File: config.mk
export PLATFORM = sky130hd
export DESIGN_NAME = lbr_filter_unit
export DESIGN_NICKNAME = d
export VERILOG_FILES = /design/src/rtl/lbr_pkg.sv /design/src/rtl/lbr_entry_ram.sv /design/src/rtl/lbr_filter_unit.sv
export SDC_FILE = /design/constraint.sdc
export NUM_CORES = 2
export LEC_CHECK = 0
export ABC_AREA = 0
export CAP_MARGIN = 20
export CORE_ASPECT_RATIO = 0.75
export CORE_MARGIN = 1
export CORE_UTILIZATION = 55
export DETAILED_ROUTE_END_ITERATION = 16
export MAX_ROUTING_LAYER = met4
export PLACE_DENSITY = 0.79
export SYNTH_ARGS = -nofsm -noshare
export SYNTH_HDL_FRONTEND = slang
export SYNTH_SLANG_ARGS = --single-unit
File: constraint.sdc
create_clock -name clock -period 3.18 [get_ports clock]
set_input_delay 0.477 -clock clock [delete_from_list [all_inputs] [get_ports clock]]
set_output_delay 0.477 -clock clock [all_outputs]
set_load 0.03 [all_outputs]
File: src/rtl/lbr_pkg.sv
// Shared encodings for the Last Branch Record unit: branch types, window regions,
// control register indices and CTRL bit positions.
package lbr_pkg;

    typedef enum logic [2:0] {
        BR_COND = 3'd0,
        BR_JAL  = 3'd1,
        BR_JALR = 3'd2,
        BR_CALL = 3'd3,
        BR_RET  = 3'd4
    } br_type_e;

    typedef enum logic [1:0] {
        RGN_FROM = 2'b00,
        RGN_TO   = 2'b01,
        RGN_INFO = 2'b10,
        RGN_CTRL = 2'b11
    } region_e;

    localparam int CTRL_IDX_TOS   = 0;
    localparam int CTRL_IDX_CTRL  = 1;
    localparam int CTRL_IDX_COUNT = 2;

    localparam int CTRL_BIT_EN        = 0;
    localparam int CTRL_BIT_FREEZE_EN = 1;
    localparam int CTRL_BIT_FROZEN    = 2;
    localparam int CTRL_MASK_LSB      = 8;

    localparam logic [7:0] TYPE_MASK_RST = 8'hFF;

    localparam int INFO_W         = 4;
    localparam int INFO_VALID_BIT = 3;

endpackage

File: src/rtl/lbr_entry_ram.sv
// LBR entry storage: from/to/info arrays, each with one synchronous write port,
// asynchronous clear and a combinational read port.
module lbr_entry_ram
    import lbr_pkg::*;
#(
    parameter int DATA_WIDTH = 64,
    parameter int LBR_SIZE   = 16,
    localparam int IDX_W     = $clog2(LBR_SIZE)
) (
    input  logic                  clock,
    input  logic                  reset,
    input  logic                  from_we,
    input  logic                  to_we,
    input  logic                  info_we,
    input  logic [IDX_W-1:0]      waddr,
    input  logic [DATA_WIDTH-1:0] wfrom,
    input  logic [DATA_WIDTH-1:0] wto,
    input  logic [INFO_W-1:0]     winfo,
    input  logic [IDX_W-1:0]      raddr,
    output logic [DATA_WIDTH-1:0] rfrom,
    output logic [DATA_WIDTH-1:0] rto,
    output logic [INFO_W-1:0]     rinfo
);

    logic [DATA_WIDTH-1:0] from_q [LBR_SIZE];
    logic [DATA_WIDTH-1:0] to_q   [LBR_SIZE];
    logic [INFO_W-1:0]     info_q [LBR_SIZE];

    always_ff @(posedge clock or negedge reset) begin
        if (!reset) begin
            for (int i = 0; i < LBR_SIZE; i++) from_q[i] <= '0;
        end else if (from_we) begin
            from_q[waddr] <= wfrom;
        end
    end

    always_ff @(posedge clock or negedge reset) begin
        if (!reset) begin
            for (int i = 0; i < LBR_SIZE; i++) to_q[i] <= '0;
        end else if (to_we) begin
            to_q[waddr] <= wto;
        end
    end

    always_ff @(posedge clock or negedge reset) begin
        if (!reset) begin
            for (int i = 0; i < LBR_SIZE; i++) info_q[i] <= '0;
        end else if (info_we) begin
            info_q[waddr] <= winfo;
        end
    end

    assign rfrom = from_q[raddr];
    assign rto   = to_q[raddr];
    assign rinfo = info_q[raddr];

endmodule

File: src/rtl/lbr_filter_unit.sv
// Last Branch Record unit: filtered logging of taken control transfers into a
// circular buffer, with freeze-on-full and an addressed CSR window.
module lbr_filter_unit
    import lbr_pkg::*;
#(
    parameter int DATA_WIDTH = 64,
    parameter int LBR_SIZE   = 16,
    localparam int ADDR_W    = $clog2(LBR_SIZE) + 2
) (
    input  logic                  clock,
    input  logic                  reset,
    input  logic                  stall,
    input  logic                  br_valid,
    input  logic [2:0]            br_type,
    input  logic [DATA_WIDTH-1:0] br_from,
    input  logic [DATA_WIDTH-1:0] br_to,
    input  logic [1:0]            csr_req,
    input  logic [ADDR_W-1:0]     csr_addr,
    input  logic [DATA_WIDTH-1:0] csr_wdata,
    output logic [DATA_WIDTH-1:0] csr_rdata,
    output logic                  csr_rvalid,
    output logic                  freeze_irq
);

    localparam int IDX_W = $clog2(LBR_SIZE);
    localparam int CNT_W = $clog2(LBR_SIZE + 1);
    localparam logic [CNT_W-1:0] COUNT_MAX = CNT_W'(LBR_SIZE);
    localparam logic [IDX_W-1:0] LAST_SLOT = IDX_W'(LBR_SIZE - 1);

    function automatic logic [CNT_W-1:0] sat_count(input logic [DATA_WIDTH-1:0] v);
        if (v > DATA_WIDTH'(LBR_SIZE)) return COUNT_MAX;
        return v[CNT_W-1:0];
    endfunction

    logic [IDX_W-1:0]      tos_q, tos_d;
    logic [CNT_W-1:0]      count_q, count_d;
    logic                  enable_q, enable_d;
    logic                  freeze_en_q, freeze_en_d;
    logic                  frozen_q, frozen_d;
    logic [7:0]            type_mask_q, type_mask_d;
    logic [DATA_WIDTH-1:0] csr_rdata_q, csr_rdata_d;
    logic                  csr_rvalid_q, csr_rvalid_d;
    logic                  freeze_irq_q, freeze_irq_d;

    logic                  csr_wr, csr_rd, record;
    logic [1:0]            region;
    logic [IDX_W-1:0]      idx;
    logic                  from_we, to_we, info_we;
    logic [IDX_W-1:0]      ram_waddr;
    logic [DATA_WIDTH-1:0] ram_wfrom, ram_wto;
    logic [INFO_W-1:0]     ram_winfo;
    logic [DATA_WIDTH-1:0] rfrom, rto;
    logic [INFO_W-1:0]     rinfo;
    logic [DATA_WIDTH-1:0] rd_val, ctrl_word;

    assign csr_wr = (csr_req == 2'b11);
    assign csr_rd = (csr_req == 2'b10);
    assign region = csr_addr[ADDR_W-1 -: 2];
    assign idx    = csr_addr[IDX_W-1:0];

    // Any CSR write in the same cycle wins over a branch, which is then lost.
    assign record = br_valid & ~stall & enable_q & ~frozen_q & type_mask_q[br_type] & ~csr_wr;

    always_comb begin
        ram_waddr = record ? tos_q : idx;
        ram_wfrom = record ? br_from : csr_wdata;
        ram_wto   = record ? br_to : csr_wdata;
        ram_winfo = record ? {1'b1, br_type} : csr_wdata[INFO_W-1:0];
        from_we   = record | (csr_wr & (region == RGN_FROM));
        to_we     = record | (csr_wr & (region == RGN_TO));
        info_we   = record | (csr_wr & (region == RGN_INFO));
    end

    lbr_entry_ram #(
        .DATA_WIDTH (DATA_WIDTH),
        .LBR_SIZE   (LBR_SIZE)
    ) u_ram (
        .clock   (clock),
        .reset   (reset),
        .from_we (from_we),
        .to_we   (to_we),
        .info_we (info_we),
        .waddr   (ram_waddr),
        .wfrom   (ram_wfrom),
        .wto     (ram_wto),
        .winfo   (ram_winfo),
        .raddr   (idx),
        .rfrom   (rfrom),
        .rto     (rto),
        .rinfo   (rinfo)
    );

    always_comb begin
        ctrl_word = '0;
        ctrl_word[CTRL_BIT_EN]        = enable_q;
        ctrl_word[CTRL_BIT_FREEZE_EN] = freeze_en_q;
        ctrl_word[CTRL_BIT_FROZEN]    = frozen_q;
        ctrl_word[CTRL_MASK_LSB +: 8] = type_mask_q;
    end

    // Reads observe current (pre-update) state, so a concurrent record is not visible.
    always_comb begin
        rd_val = '0;
        case (region)
            RGN_FROM: rd_val = rfrom;
            RGN_TO:   rd_val = rto;
            RGN_INFO: rd_val = DATA_WIDTH'(rinfo);
            default: begin
                case (int'(idx))
                    CTRL_IDX_TOS:   rd_val = DATA_WIDTH'(tos_q);
                    CTRL_IDX_CTRL:  rd_val = ctrl_word;
                    CTRL_IDX_COUNT: rd_val = DATA_WIDTH'(count_q);
                    default:        rd_val = '0;
                endcase
            end
        endcase
    end

    always_comb begin
        tos_d       = tos_q;
        count_d     = count_q;
        enable_d    = enable_q;
        freeze_en_d = freeze_en_q;
        frozen_d    = frozen_q;
        type_mask_d = type_mask_q;

        if (record) begin
            tos_d   = tos_q + 1'b1;
            count_d = (count_q == COUNT_MAX) ? COUNT_MAX : count_q + 1'b1;
            if (freeze_en_q && tos_q == LAST_SLOT) frozen_d = 1'b1;
        end

        if (csr_wr && region == RGN_CTRL) begin
            case (int'(idx))
                CTRL_IDX_TOS:   tos_d = csr_wdata[IDX_W-1:0];
                CTRL_IDX_CTRL: begin
                    enable_d    = csr_wdata[CTRL_BIT_EN];
                    freeze_en_d = csr_wdata[CTRL_BIT_FREEZE_EN];
                    frozen_d    = csr_wdata[CTRL_BIT_FROZEN];
                    type_mask_d = csr_wdata[CTRL_MASK_LSB +: 8];
                end
                CTRL_IDX_COUNT: count_d = sat_count(csr_wdata);
                default: ;
            endcase
        end

        csr_rvalid_d = csr_rd;
        csr_rdata_d  = csr_rd ? rd_val : csr_rdata_q;
        freeze_irq_d = frozen_d;
    end

    always_ff @(posedge clock or negedge reset) begin
        if (!reset) begin
            tos_q        <= '0;
            count_q      <= '0;
            enable_q     <= 1'b0;
            freeze_en_q  <= 1'b0;
            frozen_q     <= 1'b0;
            type_mask_q  <= TYPE_MASK_RST;
            csr_rdata_q  <= '0;
            csr_rvalid_q <= 1'b0;
            freeze_irq_q <= 1'b0;
        end else begin
            tos_q        <= tos_d;
            count_q      <= count_d;
            enable_q     <= enable_d;
            freeze_en_q  <= freeze_en_d;
            frozen_q     <= frozen_d;
            type_mask_q  <= type_mask_d;
            csr_rdata_q  <= csr_rdata_d;
            csr_rvalid_q <= csr_rvalid_d;
            freeze_irq_q <= freeze_irq_d;
        end
    end

    assign csr_rdata  = csr_rdata_q;
    assign csr_rvalid = csr_rvalid_q;
    assign freeze_irq = freeze_irq_q;

endmodule

-- Word-level counts from Yosys, hierarchy flattened
Cells that the tools add are included.
- $add $sub $neg: 2
- order comparisons: 5
- equal/unequal tests: 9
- muxes and demuxes: 40
- bitwise operators: 16
- reduce and logical (&&, ||, !) cells: 6
- operators by type and width (kind ; count):
    $bwmux 1024 ; 2
    $bmux 64 s4 ; 2
    $mux 64 ; 7
    $demux 64 s4 ; 1
    $pmux 64 s3 ; 1
    $bwmux 64 ; 1
    $gt 64x5->1 const B ; 1
    $pmux 16 s3 ; 1
    $mux 4 ; 8
    $mux 5 ; 6
    $bmux 4 s4 ; 1
    $demux 4 s4 ; 1
    $ge 5x5->1 const B ; 2
    $not 4->5 ; 2
    $and 1x1->1 ; 8
    $eq 2x2->1 const B ; 4
    $mux 1 ; 8
    $add 5x1->5 const B ; 1
    $eq 5x5->1 const B ; 1
    $lt 5x1->1 const B ; 1
    $add 4x1->4 const B ; 1
    $eq 4x1->1 const B ; 1
    $eq 4x2->1 const B ; 1
    $eq 4x4->1 const B ; 1
    other kinds (9) ; 15
- bits in registers: 2197
- output and inout port bits: 66
- logic and storage cells: 134

-- Depth between registers and ports, before layout
- depth after elaboration: 13
- mapped depth: 11
- gate-level depth less buffers: 6

-- Cells and area by module
A second synthesis with hierarchy kept.
- cells, all modules: 6610
- area total of the unflattened synthesis: 100056.0 µm²
- by module, submodules not included (module ; times used ; cells an instance ; area each (µm²)):
    lbr_entry_ram ; 1 ; 5810 ; 94230.4
    lbr_filter_unit ; 1 ; 800 ; 5825.6

-- Worst setup path before layout
OpenSTA, ideal clock, no wires.
- path type: in2reg
- start point: input csr_addr[0]
- end point: register csr_rdata_q[17], in the netlist csr_rdata[17]
- arrival: 2.368 ns
- data required time: 3.056 ns
- slack: 0.688 ns
- cell stages on the path: 6
- path through: buf_4 -> clkbuf_1 -> mux4_2 -> mux4_2 -> a22oi_1 -> nand2_1
- cells in the longest elaborated chain, start to end: 5
- RTL lines (item ; line ; text):
    from (decl) ; lbr_filter_unit.sv:18 ; input logic [ADDR_W-1:0] csr_addr,
    $not 4->5 (not written as such) (*) ; lbr_entry_ram.sv:53, lbr_entry_ram.sv:54 ;
    $bmux 64 s4 (on tied branches) ; lbr_entry_ram.sv:54, lbr_entry_ram.sv:53 ;
    $mux 64 (on tied branches) (2 in a row) ; lbr_entry_ram.sv:54, lbr_entry_ram.sv:53 ;
    $pmux 64 s3 (*) ; lbr_filter_unit.sv:104 ; case (region)
    to (signal assigned) ; lbr_filter_unit.sv:170 ; csr_rdata_q <= csr_rdata_d;
    to (decl) ; lbr_filter_unit.sv:41 ; logic [DATA_WIDTH-1:0] csr_rdata_q, csr_rdata_d;
Mark *: on every way between the ends. The rest lies on a longest branch, timed or not. The select of a mux whose other input is x is not followed.
A chain may end at the register's enable or synchronous reset.

-- Worst setup path in the final report
- start point: register type_mask_q[4]
- end point: register u_ram.from_q[432] (netlist name)
- cells in the longest elaborated chain, start to end: 11
- RTL lines (item ; line ; text):
    from (decl) ; lbr_filter_unit.sv:40 ; logic [7:0] type_mask_q, type_mask_d;
    from (signal assigned) ; lbr_filter_unit.sv:169 ; type_mask_q <= type_mask_d;
    $bmux 1 s3 (*) ; lbr_filter_unit.sv:62 ; assign record = br_valid & ~stall & enable_q & ~frozen_q & type_mask_q[br_type] & ~csr_wr;
    $mux 1 (not written as such) (*) ; lbr_filter_unit.sv:62 ;
    $and 1x1->1 (*) (2 in a row) ; lbr_filter_unit.sv:62 ;
    $mux 4 ; lbr_filter_unit.sv:65 ; ram_waddr = record ? tos_q : idx;
    $not 4->5 (not written as such) ; lbr_entry_ram.sv:33 ; from_q[waddr] <= wfrom;
    $ge 5x5->1 (not written as such) / $lt 5x1->1 (equally long branches) ; lbr_entry_ram.sv:33 ;
    $logic_and 1x1->1 (not written as such) ; lbr_entry_ram.sv:33 ;
    $mux 64 (not written as such) ; lbr_entry_ram.sv:33 ;
    $demux 64 s4 ; lbr_entry_ram.sv:33 ;
    $bwmux 1024 ; lbr_entry_ram.sv:33 ;
    to (signal, indexed assignment) ; lbr_entry_ram.sv:33 ;
    to (decl) ; lbr_entry_ram.sv:25 ; logic [DATA_WIDTH-1:0] from_q [LBR_SIZE];
Marked as above.

==> flow_summary.ini <==
[clock_network]
post_cts_resized = 0
clk_latency_ns = 0.86
clockBufferDepth = 3
cts_tree = built
post_cts_buffers = 0
numCtsBuffers = 196
clkTransAtPathRegs_ns = 0.07
clockRootBuffer = clkbuf_16
clock-sinks = 2197
h-tree-depth = 4

[timing]
fin_ws_ns = 0.311
layout_min_cycle_time_ns = 2.87
drv_slew = 0
post-route-period-util_pct = 90.2
fmax_mhz = 349
relSlewSlack_pct = 35.5
finClkSkew_ns = 0.0283
setup_viol = 0
worst_slew_pin_slew_ns = 0.968
grt_setup_unrepaired = false
fin_hold_ws_ns = 0.187
finalHoldViolCount = 0

[drt]
post_drt_wl_per_cell_um = 27.2
drt_iter0_drc = 10000
drt-total-wl_um = 304000
via_count = 73000
route.detailed.drc = 0
drt_first_pass_iters = 6
ant_nets = 0
vias_per_cell = 6.54

[placed_design]
gp_congestion = 0.964
place_hpwl_um = 195000
io_buffer_count = 272
pre_cts_slack_ns = -0.288

[yosys]
yosys.area.top_type = dfrtp_1
synth_nets = 8682
synth_common_cells = dfrtp_1, nor2_1, a21oi_1
synth-main-ff-cell = dfrtp_1
yosysWarnings = 0
yosysMostFrequentCell = dfrtp_1
synth_edf_count = 0
synth_cell_types = 49
synth-seq-cells = 2197
synth_seq_area_share_pct = 56.8
avgSynthCellArea_sq_um = 11.4
synth_top_cell_area_share_pct = 56.6
synth-async-reset-ratio_pct = 100
synth.area.top_cells = dfrtp_1, mux4_2, a21oi_1
syn_area_sq_um = 96800
syn_inst = 8472

[floorplanning]
fp.dieH_um = 365
fp-row-count = 132
die-area_sq_um = 178000
io_pins = 273
die_w_um = 487
core-area_sq_um = 174000
start_util_pct = 55.7

[job]
maxCapViolations = 0

[pwr]
power.leakage_uw = 0.0499
seqPwrFrac_pct = 48.9
p_int_uw = 50900
swShare_pct = 26.6
p_clk_share_pct = 36.1
ir_drop_v = 0.000567
p_per_area_nw_per_um2 = 618
p_sw_uw = 18500
pwr-share-comb_pct = 15.0

[global_routing]
grt.total_usage_pct = 35.7
overflow = 0
grt_max_degree = 129
grt_pass1_vias = 74600
grt_pass1_wl_um = 460000
grt_antenna_before_repair = 7

[run_status]
status = complete, no violations

[cells_and_area]
areaGrowthSynthToFinish_pct = 15.9
fill_cells = 12100
drive_above_1_share_pct = 19.5
fin_nets = 8854

[setup_path]
critPathKind = reg2reg
worst_ep_required_time_ns = 3.93
worstPathArrival_ns = 3.62
cp-end-kind = flip-flop
path_max_fanout = 58
critPathLaunchType = flip-flop

[worst_hold_path]
hold_path.class = in2async
[per-stage QoR]
step / util, % / setup TNS [ns] / area (sq um) / total power, uW / cells
finish: 64.6 / 0 / 112000 / 69400 / 11200
global route: 64.6 / 0 / 112000 / 71700 / 11200
CTS: 64.6 / 0 / 112000 / 69200 / 11200
detailed placement: 60.7 / -106.57 / 105000 / 44400 / 10800
global placement: 60.7 / -73.73 / 105000 / 43600 / 10800
floorplan: - / 0 / 96800 / 40300 / 8472
[area by class of cell]
| cell class | instances | area, sq um | area share (%) |
|---|---|---|---|
| clock inverters | 63 | 858 | 0.764 |
| well taps | 2345 | 2930 | 2.61 |
| diodes | 14 | 35.0 | 0.0312 |
| repair buffers | 760 | 9020 | 8.04 |
| flip-flops and latches | 2197 | 55000 | 49.0 |
| inverters | 8 | 37.5 | 0.0334 |
| clock buffers | 297 | 5890 | 5.25 |
| multi-input cells | 5481 | 38500 | 34.3 |
[sequential cells by signal, summed over array words and instances, names as in the netlist]
| name | flops |
|---|---|
| u_ram.from_q | 1024 |
| u_ram.to_q | 1024 |
| csr_rdata | 64 |
| u_ram.info_q | 64 |
| type_mask_q | 8 |
| count_q | 5 |
| tos_q | 4 |
| csr_rvalid | 1 |
| enable_q | 1 |
| freeze_en_q | 1 |
| freeze_irq | 1 |
[per-layer routing]
metal	vias up	part of all wire (%)	wire (um)	GRT usage, %
li1	30100	-	-	-
met1	37100	36	109000	45.3
met4	0	6.4	19600	20.5
met2	4854	45	138000	52.0
met3	997	12	37800	9.97
met5	-	0	0	-
[power by group through the flow]
stage,logic (uW),clock network [uW],registers (uW)
final,10400,25000,33900
after global routing,11300,26200,34200
after global placement,9710,0,33800
after CTS,10400,25100,33800
after detailed placement,10200,0,34200
after floorplan,6590,0,33700
[final timing paths]
path | start | to | slack, ns | cells past startpoint
worst min-delay path | reset | u_ram.from_q[943] | 0.19 | 2
worst min register to register | csr_rdata[62] | csr_rdata[62] | 0.48 | 2
worst max register to register | type_mask_q[4] | u_ram.from_q[432] | 0.31 | 9
max in group asynchronous | reset | u_ram.to_q[503] | 1.70 | 3
min in group clock | csr_wdata[8] | type_mask_q[0] | 0.33 | 2
worst max-delay path | type_mask_q[4] | u_ram.from_q[432] | 0.31 | 9
[cell usage in the layout, fill, tap and decap left out, types with 45 or more instances in the layout]
cell type	instances
a21oi_1	2058
a21oi_2	62
a21oi_4	69
a22oi_1	55
and2_1	66
buf_12	208
buf_4	279
clkbuf_1	45
clkbuf_16	200
clkbuf_8	52
clkdlybuf4s50_1	268
dfrtp_1	2189
mux2_2	86
mux4_2	647
nand2_1	166
nor2_1	2095
[what timing repair did]
item | CTS | global route
endpoints found under the hold margin | 461 | 0
endpoints found under the setup margin | 0 | 0
hold buffers | 1 | 0
[worst max-delay path: stages, from the launching register on]
cell      delay (ns)
dfstp_2         0.59
mux4_2          0.26
mux2i_1         0.10
nand2b_4        0.22
buf_4           0.21
buf_4           0.17
o21ai_4         0.48
buf_12          0.36
nor2_1          0.11
a21oi_1         0.18
[cell families (layout without fill, tap and decap cells)]
group / count (synthesis) / count (layout) / share of synthesized area [%]
adder cells (fa/ha/maj): 3 / 3 / 0.0388
buffers and inverters: 794 / 1128 / 3.93
multiplexers: 745 / 745 / 16.2
other: 0 / 14 / 0
AO/OA/AOI/OAI: 2336 / 2336 / 13.4
AND/OR/NAND/NOR: 2390 / 2390 / 9.57
XOR/XNOR: 7 / 7 / 0.0633
flip-flops: 2197 / 2197 / 56.8
Power figures use the tool's default switching activity.
